==> src/rtl/add4_seq_pkg.sv <==
// rtl/add4_seq_pkg.sv - shared state encoding and slice width for the serial nibble adder sequencer
package add4_seq_pkg;

    // Width of one adder slice; the external fulladd4 works on this many bits.
    localparam int NIBBLE_W = 4;

    // Sequencer states: waiting for operands, stepping through slices, holding the result.
    typedef enum logic [1:0] {
        ST_IDLE = 2'd0,
        ST_RUN  = 2'd1,
        ST_DONE = 2'd2
    } state_t;

    // Width of a slice index able to address n slices (at least one bit).
    function automatic int idx_width(input int n);
        return (n > 1) ? $clog2(n) : 1;
    endfunction

endpackage

==> src/rtl/add4_serial_seq.sv <==
// rtl/add4_serial_seq.sv - serial W-bit adder driving an external fulladd4 one nibble per cycle (ovf_o with ADD4_SEQ_OVF_EN)
module add4_serial_seq
    import add4_seq_pkg::*;
#(
    parameter int NIBBLES = 4
) (
    input  logic                       clk_i,
    input  logic                       reset_i,
    input  logic                       req_valid_i,
    output logic                       req_ready_o,
    input  logic [NIBBLES*NIBBLE_W-1:0] a_i,
    input  logic [NIBBLES*NIBBLE_W-1:0] b_i,
    input  logic                       c_in_i,
    output logic [NIBBLE_W-1:0]        fa_a_o,
    output logic [NIBBLE_W-1:0]        fa_b_o,
    output logic                       fa_c_in_o,
    input  logic [NIBBLE_W-1:0]        fa_sum_i,
    input  logic                       fa_c_out_i,
    output logic                       res_valid_o,
    input  logic                       res_ready_i,
    output logic [NIBBLES*NIBBLE_W-1:0] sum_o,
`ifdef ADD4_SEQ_OVF_EN
    output logic                       ovf_o,
`endif
    output logic                       c_out_o
);

    localparam int W   = NIBBLES * NIBBLE_W;
    localparam int K_W = idx_width(NIBBLES);
    localparam logic [K_W-1:0] K_LAST = K_W'(NIBBLES - 1);

    state_t          state;
    logic [K_W-1:0]  k;
    logic            ready_q;
    logic            valid_q;
    logic [W-1:0]    a_q;
    logic [W-1:0]    b_q;
    logic            cin_q;
    logic            carry_q;
    logic [W-1:0]    sum_q;
    logic            cout_q;
`ifdef ADD4_SEQ_OVF_EN
    logic            ovf_q;
`endif

    logic [NIBBLE_W-1:0] fa_a;
    logic [NIBBLE_W-1:0] fa_b;
    logic                fa_c;

    // Sequencer: accept operands, step one slice per edge capturing the adder output, then hold the result.
    always_ff @(posedge clk_i or negedge reset_i) begin
        if (!reset_i) begin
            state   <= ST_IDLE;
            k       <= '0;
            ready_q <= 1'b0;
            valid_q <= 1'b0;
            a_q     <= '0;
            b_q     <= '0;
            cin_q   <= 1'b0;
            carry_q <= 1'b0;
            sum_q   <= '0;
            cout_q  <= 1'b0;
`ifdef ADD4_SEQ_OVF_EN
            ovf_q   <= 1'b0;
`endif
        end else begin
            case (state)
                ST_IDLE: begin
                    // Ready comes up one edge after reset or after the previous result drained.
                    ready_q <= 1'b1;
                    if (req_valid_i && ready_q) begin
                        a_q     <= a_i;
                        b_q     <= b_i;
                        cin_q   <= c_in_i;
                        k       <= '0;
                        ready_q <= 1'b0;
                        state   <= ST_RUN;
                    end
                end
                ST_RUN: begin
                    for (int i = 0; i < NIBBLES; i++) begin
                        if (k == K_W'(i)) begin
                            sum_q[i*NIBBLE_W +: NIBBLE_W] <= fa_sum_i;
                        end
                    end
                    carry_q <= fa_c_out_i;
                    k       <= k + 1'b1;
                    if (k == K_LAST) begin
                        cout_q  <= fa_c_out_i;
`ifdef ADD4_SEQ_OVF_EN
                        // Top slice sum bit is the result sign; overflow when like-signed operands flip it.
                        ovf_q   <= (a_q[W-1] == b_q[W-1]) && (fa_sum_i[NIBBLE_W-1] != a_q[W-1]);
`endif
                        valid_q <= 1'b1;
                        state   <= ST_DONE;
                    end
                end
                ST_DONE: begin
                    // Result registers are untouched here, so they stay stable until the handshake.
                    if (res_ready_i) begin
                        valid_q <= 1'b0;
                        ready_q <= 1'b1;
                        state   <= ST_IDLE;
                    end
                end
                default: begin
                    state   <= ST_IDLE;
                    ready_q <= 1'b0;
                    valid_q <= 1'b0;
                end
            endcase
        end
    end

    // Adder operand mux: current slice of the held operands during RUN, zero otherwise.
    always_comb begin
        fa_a = '0;
        fa_b = '0;
        fa_c = 1'b0;
        if (state == ST_RUN) begin
            fa_c = (k == '0) ? cin_q : carry_q;
            for (int i = 0; i < NIBBLES; i++) begin
                if (k == K_W'(i)) begin
                    fa_a = a_q[i*NIBBLE_W +: NIBBLE_W];
                    fa_b = b_q[i*NIBBLE_W +: NIBBLE_W];
                end
            end
        end
    end

    assign fa_a_o      = fa_a;
    assign fa_b_o      = fa_b;
    assign fa_c_in_o   = fa_c;
    assign req_ready_o = ready_q;
    assign res_valid_o = valid_q;
    assign sum_o       = sum_q;
    assign c_out_o     = cout_q;
`ifdef ADD4_SEQ_OVF_EN
    assign ovf_o       = ovf_q;
`endif

endmodule

==> config.mk <==
export PLATFORM = sky130hd
export DESIGN_NAME = add4_serial_seq
export DESIGN_NICKNAME = d
export VERILOG_FILES = /design/src/rtl/add4_seq_pkg.sv /design/src/rtl/add4_serial_seq.sv
export SDC_FILE = /design/constraint.sdc
export NUM_CORES = 1
export LEC_CHECK = 0
export BUFFER_PORTS_ARGS = -buffer_cell sky130_fd_sc_hd__buf_2
export CAP_MARGIN = 15
export CORE_ASPECT_RATIO = 1.2
export CORE_MARGIN = 5
export CORE_UTILIZATION = 50
export CTS_CLUSTER_DIAMETER = 120
export DETAILED_ROUTE_END_ITERATION = 6
export PLACE_DENSITY = 0.76
export SYNTH_ARGS = -nofsm -noshare
export SYNTH_HDL_FRONTEND = slang
export SYNTH_SLANG_ARGS = --single-unit
==> constraint.sdc <==
create_clock -name clk_i -period 2.1 [get_ports clk_i]
set_clock_uncertainty 0.05 [all_clocks]
set_input_delay 0.105 -clock clk_i [delete_from_list [all_inputs] [get_ports clk_i]]
set_output_delay 0.105 -clock clk_i [all_outputs]
set_load 0.03 [all_outputs]
==> results.md <==
- Status: complete, no violations
- Worst EP required: 1950 ps
- Clock Path Buffers: 2
- Die area: 6900 um^2
- Leakage: 1.97 nW
- Residual DRC: 0
- Final hold violations: 0
- Upper clock frequency limit: 487 MHz
- Grt ovf: 0
- Core ar.: 5230 um^2
- Hold crit path type: input port to asynchronous set/reset pin
- WL/cell: 15.3 um
- Most area-consuming cells after synthesis: dfrtp_1, nand2_1, mux2_2
- Worst-Margin Slew: 523 ps
- Die height: 90.0 um
- # clock sinks: 57
- Reg clk slew, reported paths: 70 ps
- Cell variety after synth: 26
- Power Total: 6.47 mW
- Via count: 2264
- Reg2Reg Depth: 5
- Post-route ant nets: 0
- Post-place setup slack: 310 ps
- Worst vdd ir: 1.07 mV
- Setup TNS: 0 ps
- Pint: 3.75 mW
- Switch Pwr: 2.73 mW
- Number of global-route vias before repair: 2445
- Tcrit/Tclk final: 97.8%
- Port buffer count: 69
- Synth-to-Final Area Change: 45.8%
- Worst Setup Slack, final: 46.0 ps
- Slew HR: 65.1%
- RSZ-0062 raised after global routing: true
- Clock network fraction of design power: 19.2%
- Clk_lat worst skew: 350 ps
- Clk root buf: clkbuf_8
- GRT Total Usage: 20.8%
- Comb pwr share: 49.4%
- Ports: 70
- Final Util: 74.5%
- Switch share: 42.1%
- Final GP Congestion: 0.842
- Global-route wire length before repair: 11600 um
- WL final: 6810 um
- Post-synth top area cell: dfrtp_1
- Ant. Diodes: 0
- # rows: 29
- Synthesized Nets: 302
- Crit path max fanout: 11
- Yosys top cell area share: 53.4%
- Share of post-route cells with drive strength above 1: 38.0%
- Post-Synthesis Cells: 256
- Antenna violations before repair: 0
- Synth Warn #: 0
- Maximum number of pins on one net before global-route repair: 36
- Filler instances: 345
- Register area: 1430 um^2
- Die W: 76.7 um
- Seq cells post-synth: 57
- Max-Cap Viols: 0
- CP startpoint kind: register
- Worst Setup End Kind: primary output
- Endpoints failing setup: 0
- Final nets: 425
- 1st-iter DRT viols: 114
- Detailed Routing Iterations Pass 1: 5
- Flop pwr share: 31.4%
- Avg Inst Size Synth: 10.4 um^2
- Cell Area, Synth: 2670 um^2
- H-tree Lvls: 3
- Critical path arrival: 1900 ps
- CTS tree: yes
- Pwr/cell area: 1660 nW/um^2
- Seq/Total Area, Yosys: 53.4%
- Cts bufs inserted: 9
- Hold_ws: 207 ps
- Multi-input gate area: 1220 um^2
- Hpwl dp: 4350 um
- CP Class: register to primary output
- DR vias/cell: 5.08
- Starting Density: 51.1%
- Count of final max-slew check failures: 0
- Fin crit period: 2050 ps
## metal layers
layer  up-vias  part of all wire [%]  track usage, %  wire length [um]
met1      1085                    42            26.1              2880
met4         0                   1.8            7.29               121
met5         -                     0               0                 0
met2        69                    51            33.2              3460
li1       1098                     -               -                 -
met3        12                   4.9            6.90               336
## state kept, by name, summed over array words and instances (netlist names)
signal,flops
a_q,16
b_q,16
c_out_o,1
carry_q,1
cin_q,1
k,2
req_ready_o,1
res_valid_o,1
state,2
sum_o,16
## layout by cell type (no fill, tap or decap), drive strengths merged
cell         synthesis  final
dfrtp               57     57
nor3                 1      1
a21oi                2      2
nand3                8      8
o41ai                7      7
bufinv               0      3
nor4bb               1      1
clkinv               0      2
buf                 15     87
mux2                17     17
and2b                2      2
clkbuf               0      9
o21ai                4      4
nand4bb              1      1
nand2b               2      2
nor2b                8      8
nor2                 3      3
clkinvlp             0      2
a32o                 1      1
nand2              111    111
a221oi               8      8
ha                   4      4
o31ai                1      1
mux2i                1      1
dlygate4sd3          0     40
inv                  2      2
## cell usage after synthesis (all sizes together)
cell type and count:
inv 2, nor4bb 1, a221oi 8, nand2b 2, nor3 1, o31ai 1
and2b 2, mux2 17, nand4bb 1, nand2 111, dfrtp 57, a32o 1
ha 4, nor2b 8, nor2 3, a21oi 2, o21ai 4, mux2i 1
nand3 8, buf 15, o41ai 7
## metrics by stage
stage	instances	area, um^2
global placement	386	3110
CTS	443	3780
floorplan	256	2670
global route	446	3890
detailed placement	386	3110
finish	446	3890
## power groups by stage
stage / clock, mW / sequential, mW / combinational [mW]
detailed placement: 0 / 2.00 / 2.86
global route: 1.33 / 2.10 / 3.46
finish: 1.24 / 2.03 / 3.20
CTS: 1.27 / 2.00 / 2.98
floorplan: 0 / 2.29 / 1.79
global placement: 0 / 2.00 / 2.78
## cell families (layout without fill, tap and decap cells)
family          count (synthesis)  count (layout)  share of synthesized area (%)
compound gates                 23              23                           10.3
fa+ha+maj                       4               4                           1.88
buf+inv                        17             145                           4.17
flops                          57              57                           53.4
mux                            18              18                           7.55
simple gates                  137             137                           22.6
## worst max-delay path, stage by stage (launching register included)
cell and delay (ps):
dfrtp_1 410, buf_4 150, ha_1 220, buf_6 160, o41ai_2 390, buf_4 220
## worst paths after layout
path,startpoint,to,slack [ps]
hold reg to reg,a_q[13]$_DFFE_PN0P_,a_q[13]$_DFFE_PN0P_,430
min in group clk_i,req_valid_i,b_q[14]$_DFFE_PN0P_,300
setup / recovery,k[0]$_DFFE_PN0P_,fa_b_o[2],50
max in group asynchronous,reset_i,b_q[0]$_DFFE_PN0P_,1140
setup reg to reg,k[0]$_DFFE_PN0P_,sum_o[14]$_DFFE_PN0P_,540
hold / removal,reset_i,a_q[2]$_DFFE_PN0P_,210
## repair_timing
item,in CTS,in global routing
hold buffers,40,0
setup buffers,1,3
resized for setup,8,19
endpoints found under the hold margin,71,0
pin swaps,4,5
setup endpoints to repair,8,8
## area by class of cell
| class | instances | share of cell area (%) |
|---|---|---|
| Clock buffer | 9 | 3.18 |
| Tap cell | 62 | 1.99 |
| Sequential cell | 57 | 36.7 |
| Timing Repair Buffer | 127 | 23.6 |
| Inverter | 2 | 0.193 |
| Clock inverter | 7 | 3.05 |
| Multi-Input combinational cell | 182 | 31.3 |
Power figures use the tool's default switching activity.
